**src/rtl/adc_sched_pkg.sv**
```systemverilog
// Shared types and constants for the ADC sample scheduler.
//   state_t   : sequencer states (idle, start pulse, wait for done)
//   ADC_W     : default sample width per channel
//   OVR_CNT_W : width of the saturating overrun event counter
package adc_sched_pkg;

  localparam int unsigned ADC_W     = 12;
  localparam int unsigned OVR_CNT_W = 8;

  typedef enum logic [1:0] {
    ST_IDLE  = 2'd0,
    ST_START = 2'd1,
    ST_WAIT  = 2'd2
  } state_t;

  // Increment that sticks at all-ones.
  function automatic logic [OVR_CNT_W-1:0] sat_inc(input logic [OVR_CNT_W-1:0] v);
    return (v == '1) ? v : v + OVR_CNT_W'(1);
  endfunction

endpackage

```
**src/rtl/adc_tick_gen.sv**
```systemverilog
// Sample-period tick generator.
//   clk_i, rst_i : clock, asynchronous active-high reset
//   en_i         : run enable; counter held at 0 while low
//   period_i     : period minus 1, loaded on every tick
//   tick_o       : one-cycle pulse, first in the first enabled cycle,
//                  then every period_i+1 cycles
module adc_tick_gen #(
  parameter int unsigned DIV_W = 16
) (
  input  logic             clk_i,
  input  logic             rst_i,
  input  logic             en_i,
  input  logic [DIV_W-1:0] period_i,
  output logic             tick_o
);

  logic [DIV_W-1:0] cnt_q;

  always_ff @(posedge clk_i or posedge rst_i) begin
    if (rst_i) begin
      cnt_q <= '0;
    end else if (!en_i) begin
      cnt_q <= '0;
    end else if (cnt_q == '0) begin
      cnt_q <= period_i;
    end else begin
      cnt_q <= cnt_q - DIV_W'(1);
    end
  end

  // Internal strobe only; the top registers everything it drives out.
  always_comb begin
    tick_o = en_i && (cnt_q == '0);
  end

endmodule

```
**src/rtl/adc_sample_scheduler.sv**
```systemverilog
// Periodic / single-shot conversion sequencer for a dual-channel SPI ADC.
//   clk, rst               : clock, asynchronous active-high reset
//   en, trig, period       : continuous enable, single-shot request (en=0 only),
//                            sample period minus 1
//   clr                    : clears overrun, ovr_cnt, timeout
//   adc_start / adc_done   : conversion handshake with the ADC receiver
//   adc_data1 / adc_data2  : converted samples, valid with adc_done
//   smp_ch1/2, smp_valid,
//   smp_ready              : valid/ready sample output register
//   busy                   : sequencer not idle
//   overrun, ovr_cnt       : sticky flag and saturating count of dropped
//                            ticks / overwritten unread samples
//   timeout                : sticky flag, conversion aborted waiting for done
module adc_sample_scheduler
  import adc_sched_pkg::*;
#(
  parameter int unsigned DIV_W   = 16,
  parameter int unsigned ADC_W   = adc_sched_pkg::ADC_W,
  parameter int unsigned TIMEOUT = 255
) (
  input  logic                 clk,
  input  logic                 rst,
  input  logic                 en,
  input  logic                 trig,
  input  logic [DIV_W-1:0]     period,
  input  logic                 clr,
  output logic                 adc_start,
  input  logic                 adc_done,
  input  logic [ADC_W-1:0]     adc_data1,
  input  logic [ADC_W-1:0]     adc_data2,
  output logic [ADC_W-1:0]     smp_ch1,
  output logic [ADC_W-1:0]     smp_ch2,
  output logic                 smp_valid,
  input  logic                 smp_ready,
  output logic                 busy,
  output logic                 overrun,
  output logic [OVR_CNT_W-1:0] ovr_cnt,
  output logic                 timeout
);

  localparam int unsigned TO_W = $clog2(TIMEOUT + 1);

  logic tick;

  adc_tick_gen #(
    .DIV_W(DIV_W)
  ) u_tick_gen (
    .clk_i   (clk),
    .rst_i   (rst),
    .en_i    (en),
    .period_i(period),
    .tick_o  (tick)
  );

  state_t                 state_q;
  logic [TO_W-1:0]        wcnt_q;
  logic                   start_q;
  logic                   busy_q;
  logic [ADC_W-1:0]       ch1_q;
  logic [ADC_W-1:0]       ch2_q;
  logic                   valid_q;
  logic                   ovr_q;
  logic [OVR_CNT_W-1:0]   cnt_q;
  logic                   to_q;

  logic capture;
  logic abort;
  logic drop;
  logic overwrite;

  always_comb begin
    capture   = (state_q == ST_WAIT) && adc_done;
    // Abort on the last allowed WAIT cycle so the flag lands TIMEOUT cycles after entry.
    abort     = (state_q == ST_WAIT) && !adc_done && (wcnt_q == TO_W'(TIMEOUT - 1));
    drop      = tick && (state_q != ST_IDLE);
    overwrite = capture && valid_q && !smp_ready;
  end

  always_ff @(posedge clk or posedge rst) begin
    if (rst) begin
      state_q <= ST_IDLE;
      wcnt_q  <= '0;
      start_q <= 1'b0;
      busy_q  <= 1'b0;
      ch1_q   <= '0;
      ch2_q   <= '0;
      valid_q <= 1'b0;
      ovr_q   <= 1'b0;
      cnt_q   <= '0;
      to_q    <= 1'b0;
    end else begin
      start_q <= 1'b0;
      case (state_q)
        ST_IDLE: begin
          wcnt_q <= '0;
          if (tick || (trig && !en)) begin
            state_q <= ST_START;
            start_q <= 1'b1;
            busy_q  <= 1'b1;
          end
        end
        ST_START: begin
          state_q <= ST_WAIT;
        end
        ST_WAIT: begin
          if (capture || abort) begin
            state_q <= ST_IDLE;
            busy_q  <= 1'b0;
          end else begin
            wcnt_q <= wcnt_q + TO_W'(1);
          end
        end
        default: begin
          state_q <= ST_IDLE;
          busy_q  <= 1'b0;
        end
      endcase

      // A capture wins over a same-cycle accept: the new sample stays valid.
      if (capture) begin
        ch1_q   <= adc_data1;
        ch2_q   <= adc_data2;
        valid_q <= 1'b1;
      end else if (valid_q && smp_ready) begin
        valid_q <= 1'b0;
      end

      // Drop and overwrite together count as a single event.
      if (clr) begin
        ovr_q <= 1'b0;
        cnt_q <= '0;
        to_q  <= 1'b0;
      end else begin
        if (drop || overwrite) begin
          ovr_q <= 1'b1;
          cnt_q <= sat_inc(cnt_q);
        end
        if (abort) begin
          to_q <= 1'b1;
        end
      end
    end
  end

  always_comb begin
    adc_start = start_q;
    busy      = busy_q;
    smp_ch1   = ch1_q;
    smp_ch2   = ch2_q;
    smp_valid = valid_q;
    overrun   = ovr_q;
    ovr_cnt   = cnt_q;
    timeout   = to_q;
  end

endmodule
```
**config.mk**
```make
export PLATFORM = sky130hd
export DESIGN_NAME = adc_sample_scheduler
export DESIGN_NICKNAME = d
export VERILOG_FILES = /design/src/rtl/adc_sched_pkg.sv /design/src/rtl/adc_tick_gen.sv /design/src/rtl/adc_sample_scheduler.sv
export SDC_FILE = /design/constraint.sdc
export NUM_CORES = 1
export LEC_CHECK = 0
export CAP_MARGIN = 20
export CORE_AREA = 2 2 80 82
export DETAILED_ROUTE_END_ITERATION = 10
export DIE_AREA = 0 0 82 84
export GPL_TIMING_DRIVEN = 0
export PLACE_DENSITY = 0.87
export SYNTH_ARGS = -nofsm -noshare
export SYNTH_HDL_FRONTEND = slang
export SYNTH_SLANG_ARGS = --single-unit
```
**constraint.sdc**
```tcl
create_clock -name clk -period 4.75 [get_ports clk]
set_input_delay 0.95 -clock clk [delete_from_list [all_inputs] [get_ports clk]]
set_output_delay 0.95 -clock clk [all_outputs]
set_load 0.05 [all_outputs]
```
* Word-level counts from Yosys, hierarchy flattened *
Index checks and enable logic that the tools add are counted.

word-level totals
  register bits after elaboration = 63
  latch bits = 0
  bits in writable memories = 0
  memory bits (read-only) = 0
  input port bits = 47
  output and inout bits = 37
  memories = 0

cells by class
  add/sub/neg operators = 3
  multipliers = 0
  divide/modulo/power cells = 0
  order comparisons = 0
  equality and inequality tests = 8
  shift-type cells = 0
  multiplexer cells = 21
  bitwise operators = 1
  reduce and logical (&&, ||, !) cells = 26

operator list
  kind                   count
  $mux 16                2
  $mux 8                 4
  $add 8x1->8 const B    2
  $eq 8x8->1 const B     2
  $logic_not 16->1       1
  $pmux 8 s2             1
  $sub 16x1->16 const B  1
  $mux 1                 10
  $reduce_bool 2->1      5
  $logic_and 1x1->1      9
  $ne 2x2->1 const B     3
  $pmux 2 s3             1
  $reduce_and 2->1       3
  $mux 2                 2
  $logic_not 1->1        3
  $logic_or 1x1->1       3
  $pmux 1 s3             1
  $reduce_and 3->1       1
  $eq 2x1->1 const B     1
  $eq 2x2->1 const B     1
  $logic_not 2->1        1
  $ne 2x1->1 const B     1
  $not 1->1              1

* Longest topological paths before layout *
  word-level depth = 7
  depth in mapped cells = 9
  gate-level depth less buffers = 7

* Cells and area by module *
From an unflattened synthesis, not the netlist that was laid out.

second synthesis, totals
  cell total of the unflattened synthesis = 266
  area, all modules = 3010.4 um2

by module, submodules not included
  module                times used  cells an instance  area each (um2)  seq. area each (um2)
  adc_sample_scheduler  1           167                2057.0           1176.1
  adc_tick_gen          1           99                 953.4            400.4

* Least setup slack after synthesis *
OpenSTA, ideal clock, no wires.

  kind = register to register
  start = register u_tick_gen.cnt_q[0]
  end = register cnt_q[4] (netlist: ovr_cnt[4])
  library setup time = 0.078 ns
  arrival = 2.648 ns
  required time = 4.672 ns
  slack = 2.024 ns
  cell stages (with the launch flop) = 10
  path buffers = 2
  path through = dfrtp_1 inv_1 ha_1 or4b_1 or4_4 buf_6 o21a_1 buf_6 or4_1 a21oi_1

between the ends
  cells in the longest elaborated chain, start to end = 6

RTL lines
  element                             line                         source
  start: declaration                  adc_tick_gen.sv:17           logic [DIV_W-1:0] cnt_q;
  start signal: assignment            adc_tick_gen.sv:25           cnt_q <= period_i;
  start signal: assignment            adc_tick_gen.sv:27           cnt_q <= cnt_q - DIV_W'(1);
  $logic_not 16->1                    adc_tick_gen.sv:33           tick_o = en_i && (cnt_q == '0);
  $logic_and 1x1->1                   adc_tick_gen.sv:33
  $logic_and 1x1->1                   adc_sample_scheduler.sv:75   drop = tick && (state_q != ST_IDLE);
  $logic_or 1x1->1                    adc_sample_scheduler.sv:134  if (drop || overwrite) begin
  $reduce_bool 2->1 (no source line)  -
  $reduce_and 2->1 (no source line)   -
  end signal: assignment              adc_sample_scheduler.sv:136  cnt_q <= sat_inc(cnt_q);
  end: declaration                    adc_sample_scheduler.sv:63   logic [OVR_CNT_W-1:0] cnt_q;

Every way passes these cells.
A chain may end at the register's enable or synchronous reset.

* Worst setup path in the final report *
  start = input adc_done
  end = register cnt_q[7] (netlist: ovr_cnt[7])

between the ends
  cells in the longest elaborated chain, start to end = 6

RTL lines
  element                             line                         source
  start: declaration                  adc_sample_scheduler.sv:28   input logic adc_done,
  $logic_and 1x1->1                   adc_sample_scheduler.sv:72   capture = (state_q == ST_WAIT) && adc_done;
  $logic_and 1x1->1 (2 in series)     adc_sample_scheduler.sv:76   overwrite = capture && valid_q && !smp_ready;
  $logic_or 1x1->1                    adc_sample_scheduler.sv:134
  $reduce_bool 2->1 (no source line)  -
  $reduce_and 2->1 (no source line)   -

Every way passes these cells.

==> summary.md <==
| Metric | Value |
|---|---|
| Max incr delay on CP | `0.57 ns` |
| Seq cells post-synth | `63` |
| Max clock buf depth | `2` |
| Startpoint types | `input pin` |
| Vias/cell | `5.56` |
| Gr ovfl total | `0` |
| Reg clk slew, reported paths | `0.06 ns` |
| Reg2Reg Capture Point | `ovr_cnt[7]` |
| Pwr Total | `2.60 mW` |
| Post-CTS Resized | `0` |
| Syn-to-layout area delta | `36.9%` |
| Final GP Congestion | `0.885` |
| Post-placement cell area | `0.00393 mm2` |
| Synth unique cells | `41` |
| Max Cap Viol | `0` |
| Placement Setup Slack | `1.35 ns` |
| Crit path depth | `7` |
| Vias in the first global route | `2588` |
| Hold Violations, Final | `0` |
| DR vias | `2513` |
| Htree depth | `3` |
| Ys async rst share | `1.00` |
| Antenna violations before repair | `0` |
| Fill cells | `498` |
| Post-route insts no fill | `452` |
| GRT Util Overall | `0.224` |
| Hold crit path type | `reg -> reg` |
| Die X | `82 um` |
| Finished Cell Area | `0.00409 mm2` |
| Peak supply drop | `0.000535 V` |
| Final net count | `424` |
| Post-CTS Setup Inserts | `0` |
| Final WS setup | `1.70 ns` |
| Setup Viol. Count Final | `0` |
| F_max | `328 MHz` |
| Final hold slack | `0.505 ns` |
| Post-route ant nets | `0` |
| Layout cells sized above 1 | `0.123` |
| Pins Over Slew Limit | `0` |
| N_diodes | `0` |
| Clk network pwr share | `0.154` |
| Die footprint | `0.00689 mm2` |
| Placed insts | `438` |
| Worst r2r src | `u_tick_gen.cnt_q[0]` |
| Fin crit period | `3.05 ns` |
| Critical path origin | `adc_done` |
| Post-detail-place hpwl | `5050 um` |
| P_sw | `1.14 mW` |
| Critical path class | `in -> reg` |
| Reg power frac | `0.331` |
| Worst-margin pin slew | `0.993 ns` |
| DRC | `0` |
| WL final | `7010 um` |
| Syn_nets | `330` |
| Primary FF master, synth | `dfrtp_1` |
| Slowest stage cell, crit path | `clkdlybuf4s50_1` |
| Path depth of the worst reg2reg path | `9` |
| Clock Sink Count | `63` |
| Most common cell after layout, fill and taps aside | `clkdlybuf4s50_1` |
| Syn Inst Count | `278` |
| Initial Util | `0.490` |
| Buf/Inv on CP | `2` |
| Critical Path RT | `5.00 ns` |
| Status | `completed` |
| Netlist Area Pre-Place | `0.00299 mm2` |
| Worst Skew | `0.00742 ns` |
| YS warnings | `0` |
| Root Buffer | `clkbuf_8` |
| Sequential Area | `0.00158 mm2` |
| Max FO, Critical Path | `10` |
| Lkg Pwr | `1.69 nW` |
| Switching share of power | `0.438` |
| DRT iter0 DRCs | `125` |
| Syn_area_per_cell | `10.7 um2` |
| TritonCTS Buffers | `9` |
| RSZ-0062 raised after global routing | `no` |
| Most frequent cells in the layout | `82 x clkdlybuf4s50_1, 63 x dfrtp_1, 24 x mux2_2, 23 x nor2_1, 18 x o21ai_0` |
| HP Start | `smp_ch1[10]` |
| Placement row count | `29` |
| Worst path cell trace | `clkdlybuf4s50_1, nand3b_1, or2_2, o21a_1, buf_6, or4_1, a21oi_1` |
| Largest net degree at the start of global routing | `33` |
| Count of boundary I/O pins | `84` |
| First-pass GRT wire length | `11800 um` |
| Multi-input gate area | `0.00132 mm2` |
| Combinational power share | `0.515` |
| Post-CTS Hold Buffers | `0` |
| Critical Path End | `ovr_cnt[7]` |
| Wire per inst | `15.5 um` |
| I/O Buffers | `82` |
| Worst-Skew Late Latency | `0.33 ns` |
| Post-synth EDFFs | `0` |
| Final design utilization | `0.671` |
| P_int | `1.46 mW` |
| Worst slew margin | `0.332` |
| Sequential area share after synthesis | `0.528` |
| Crit-path leading delay family | `simple AND/OR/NAND/NOR gates` |
| First-pass detailed-route iteration total | `4` |
| Final Cycle Share | `0.641` |
| Core area | `0.00610 mm2` |
| Die Span Y | `84 um` |
| Cell Pwr Density | `637 mW/mm2` |
| CTS tree | `yes` |
| Crit end category | `register` |
| Worst R2R Setup Slack | `1.85 ns` |
| Final TNS setup | `0 ns` |
| Critical Path AT | `3.30 ns` |
## registers in the layout (all words and copies together), names as in the netlist
signal and flops:
adc_start 1, state_q 2, u_tick_gen.cnt_q 16, ovr_cnt 8, smp_valid 1, busy 1, timeout 1, smp_ch1 12
smp_ch2 12, overrun 1, wcnt_q 8
## synth_stat cells, drive strengths merged (2+ instances only)
library cell | count | share of area
o21ai | 18 | 0.030
inv | 9 | 0.011
a31oi | 3 | 0.0063
or2 | 3 | 0.0063
a311oi | 2 | 0.0059
a21oi | 15 | 0.025
xnor2 | 11 | 0.032
nor3 | 12 | 0.020
o31ai | 5 | 0.013
clkbuf | 7 | 0.0088
nor2 | 23 | 0.029
buf | 4 | 0.010
mux2i | 3 | 0.010
a211oi | 6 | 0.015
nor4 | 8 | 0.017
nand2 | 14 | 0.018
or4 | 7 | 0.019
dfrtp | 63 | 0.53
or4b | 2 | 0.0067
nand3 | 7 | 0.012
xor2 | 5 | 0.015
mux2 | 24 | 0.090
nand4 | 4 | 0.0084
o21a | 2 | 0.0050
ha | 5 | 0.021
or3 | 5 | 0.010
## routing by layer
layer / part of all wire / global-route usage / wire (um)
met1: 0.41 / 0.281 / 2870
met2: 0.48 / 0.337 / 3360
met3: 0.095 / 0.0952 / 663
met4: 0.017 / 0.0924 / 121
met5: 0 / 0 / 0
## cells by family (layout without fill, tap and decap cells)
logic type	count (synthesis)	after routing	share of synthesized area
AOI/OAI and AO/OA	54	54	0.109
xor gates and xnor gates	16	16	0.0469
adders and majority gates	5	5	0.0209
buffers and inverters	21	118	0.0318
DFF	63	63	0.528
muxes	27	27	0.101
and+or+nand+nor	92	92	0.163
## cell type report
type | instances | area share
clock buffer | 13 | 0.0389
timing repair buffer | 83 | 0.206
buffer | 11 | 0.0141
clock inverter | 1 | 0.00122
inverter | 10 | 0.00918
multi-input combinational | 194 | 0.322
tap | 77 | 0.0236
sequential | 63 | 0.386
## power groups by stage
stage          Sequential [mW]  Clock [mW]  Combinational (mW)
3_5_place_dp             0.869           0                1.34
3_3_place_gp             0.855           0                1.31
2_1_floorplan             1.26           0               0.528
5_1_grt                  0.886       0.435                1.44
4_1_cts                  0.860       0.412                1.35
6_report                 0.862       0.400                1.34
## worst min path at each step
| stage | endpoint | slack (ns) | cells past startpoint |
|---|---|---|---|
| after CTS | smp_ch1[6] | 0.51 | 1 |
| final | smp_ch1[10] | 0.51 | 1 |
| after global placement | smp_ch2[9] | 0.49 | 1 |
| after detailed placement | smp_ch1[6] | 0.50 | 1 |
| after global routing | smp_ch1[6] | 0.53 | 1 |
| after floorplan | u_tick_gen.cnt_q[0] | 0.46 | 1 |
(Power assumes the default switching activity.)
==> variant: new RTL, same flow settings <==
Register the output `ovr_cnt`, cleared by the reset; this adds one clock of latency there. The other outputs are not delayed to match.
--- a/src/rtl/adc_sample_scheduler.sv
+++ b/src/rtl/adc_sample_scheduler.sv
@@ -40,4 +40,6 @@
 
   localparam int unsigned TO_W = $clog2(TIMEOUT + 1);
+
+  logic [OVR_CNT_W-1:0] ovr_cnt_d;
 
   logic tick;
@@ -150,7 +152,15 @@
     smp_valid = valid_q;
     overrun   = ovr_q;
-    ovr_cnt   = cnt_q;
+    ovr_cnt_d = cnt_q;
     timeout   = to_q;
   end
 
+  always_ff @(posedge clk or posedge rst) begin
+    if (rst) begin
+      ovr_cnt <= '0;
+    end else begin
+      ovr_cnt <= ovr_cnt_d;
+    end
+  end
+
 endmodule
Behaviour: not the same (a bounded check fails within 4 cycles, from zero or initial values and one cycle with rst high).
==> variant against the original RTL <==
  * Power increased by 2.0%
  * Count of clock-buffer cells in the layout decreased by 4
  * Via count increased by 0.36%
  * Clock power increased by 10%
  * Non-clock buffer count decreased by 5
  * Maximum frequency increased by 21%
  * Cell area increased by 5.8%
  * Largest cell class unchanged
  * Routed wire length decreased by 0.24%
  * Synthesized cell count decreased by 0.36%
  * Clock skew increased by 0.0034 ns
  * Setup slack improved by 0.52 ns
  * Largest power group unchanged
  * Synthesized area increased by 8.4%
  * Utilization increased by 3.9 points
  * Sequential cell count increased by 8
==> variant: results (changes against the original RTL) <==
\begin{tabular}{lr}
\hline
Metric & Value \\
\hline
\multicolumn{2}{l}{\textbf{Detailed routing}} \\
\quad Wire length reported by the detailed router & 6990 µm (-0.24\%) \\
\quad Post-DR wirelength/cell & 15.5 µm (about the same) \\
\quad DR vias/cell & 5.59 (+0.58\%) \\
\quad Drt initial violations & 124 (-0.80\%) \\
\multicolumn{2}{l}{\textbf{Setup path}} \\
\quad Depth of the worst register-to-register path & 8 (-1) \\
\quad Crit-path max FO & 8 (-2) \\
\quad Minimum setup slack among reg-to-reg paths & 2.65 ns (+0.80 ns) \\
\quad Data arrival, critical path & 2.79 ns (-0.51 ns) \\
\quad Crit Reg-Reg Endpoint & u\_tick\_gen.cnt\_q[8] \\
\quad Destination of the critical timing path & cnt\_q[5] \\
\multicolumn{2}{l}{\textbf{Clock tree}} \\
\quad Register clock-pin slew on the reported worst setup and hold paths & 0.08 ns (+0.02 ns) \\
\multicolumn{2}{l}{\textbf{Final layout}} \\
\quad Number of antenna repair diodes & 0 (unchanged) \\
\quad Net count, final & 421 (-0.71\%) \\
\quad Share of layout cells above drive strength 1 & 16.0\% (+3.8 points) \\
\multicolumn{2}{l}{\textbf{Outcome}} \\
\quad Outcome & complete, no violations \\
\multicolumn{2}{l}{\textbf{Synth}} \\
\quad Part of the Yosys area used for sequential elements & 54.9\% (+2.1 points) \\
\quad Synth area leaders & sky130\_fd\_sc\_hd\_\_dfrtp\_1 55\%, sky130\_fd\_sc\_hd\_\_mux2\_2 8.3\%, sky130\_fd\_sc\_hd\_\_o21ai\_0 2.9\% \\
\quad Commonest cells in the netlist & 71 x sky130\_fd\_sc\_hd\_\_dfrtp\_1, 25 x sky130\_fd\_sc\_hd\_\_nor2\_1, 24 x sky130\_fd\_sc\_hd\_\_mux2\_2 \\
\quad Number of nets in the synthesized netlist & 329 (-0.30\%) \\
\quad Number of unique standard cell types used by synthesis & 50 (+22\%) \\
\multicolumn{2}{l}{\textbf{GRT}} \\
\quad Via count of the first global-routing pass & 2,539 (-1.9\%) \\
\quad Maximum number of pins on one net before global-route repair & 72 (+120\%) \\
\quad Global-route wire length before repair & 11,600 µm (-1.1\%) \\
\multicolumn{2}{l}{\textbf{Timing}} \\
\quad Highest achievable clock rate & 396 MHz (+21\%) \\
\quad Setup skew after layout & 0.0108 ns (+0.00342 ns) \\
\quad Pin slew with the least headroom to its limit & 0.859 ns (-0.134 ns) \\
\multicolumn{2}{l}{\textbf{Place}} \\
\quad Minimum setup slack after placement & 1.86 ns (+0.510 ns) \\
\quad Detail Placement HPWL & 4960 µm (-1.8\%) \\
\multicolumn{2}{l}{\textbf{Power}} \\
\quad Cell leakage power & 1.79 nW (+6.1\%) \\
\hline
\end{tabular}
[variant: cell types whose count changed in the layout (fill, tap and decap cells not counted), sizes merged, moves of 3 or more]
| cell | change |
|---|---|
| nor3 | -9 |
| clkbuf | -8 |
| dfrtp | +8 |
| xnor2 | -4 |
| clkinv | +3 |
| nand2 | -3 |
| nor4 | -3 |
| or4 | -3 |
[variant: cells by family (layout without fill, tap and decap cells)]
| kind of cell | after synthesis | in the layout | share of synthesized area [%] |
|---|---|---|---|
| flip-flops | 71 | 71 | 54.9 |
| AO/OA/AOI/OAI | 61 | 61 | 12.4 |
| multiplexers | 27 | 27 | 9.27 |
| AND/OR/NAND/NOR | 82 | 82 | 15.7 |
| buffers and inverters | 18 | 115 | 2.32 |
| XOR/XNOR | 13 | 13 | 3.52 |
| adder cells (fa/ha/maj) | 5 | 5 | 1.93 |
[variant: worst max-delay path, cell delays in order]
cell and delay [ns]:
sky130_fd_sc_hd__clkdlybuf4s50_1 0.59, sky130_fd_sc_hd__nand3b_4 0.19, sky130_fd_sc_hd__or3_4 0.40, sky130_fd_sc_hd__o21a_4 0.15
sky130_fd_sc_hd__or3_1 0.35, sky130_fd_sc_hd__a21oi_1 0.15
[variant: layout make-up]
cell class | count | area [µm²]
multi-input cells | 188 | 1390
fillers | 432 | 1770
plain buffers | 8 | 37.5
well taps | 77 | 96.3
flip-flops and latches | 71 | 1780
repair buffers | 81 | 811
inverters | 10 | 40.0
clock inverters | 7 | 56.3
clock buffers | 9 | 124
[variant: worst min-delay path by stage]
stage | start | endpoint | cells past startpoint
6_report | cnt_q[1] | ovr_cnt[1] | 0
3_3_place_gp | cnt_q[1] | ovr_cnt[1] | 0
3_5_place_dp | cnt_q[1] | ovr_cnt[1] | 0
2_1_floorplan | cnt_q[1] | ovr_cnt[1] | 0
5_1_grt | cnt_q[1] | ovr_cnt[1] | 0
4_1_cts | cnt_q[1] | ovr_cnt[1] | 0
[variant: metal layers]
layer	up-vias	track usage, %	wire [µm]
li1	1191	-	-
met1	1218	27.7	2890
met2	98	35.2	3410
met3	15	8.01	566
met4	0	6.36	122
met5	-	0	0
[variant: stage by stage]
stage	utilization, %	area, µm²
floorplan	-	3240
global placement	68.0	4150
detailed placement	68.0	4150
CTS	71.0	4330
global route	71.0	4330
finish	71.0	4330
[variant: power by group]
group	switching (mW)	leakage [nW]	internal (mW)
sequential	0.147	0.925	0.780
combinational	0.773	0.779	0.515
clock	0.247	0.0902	0.195
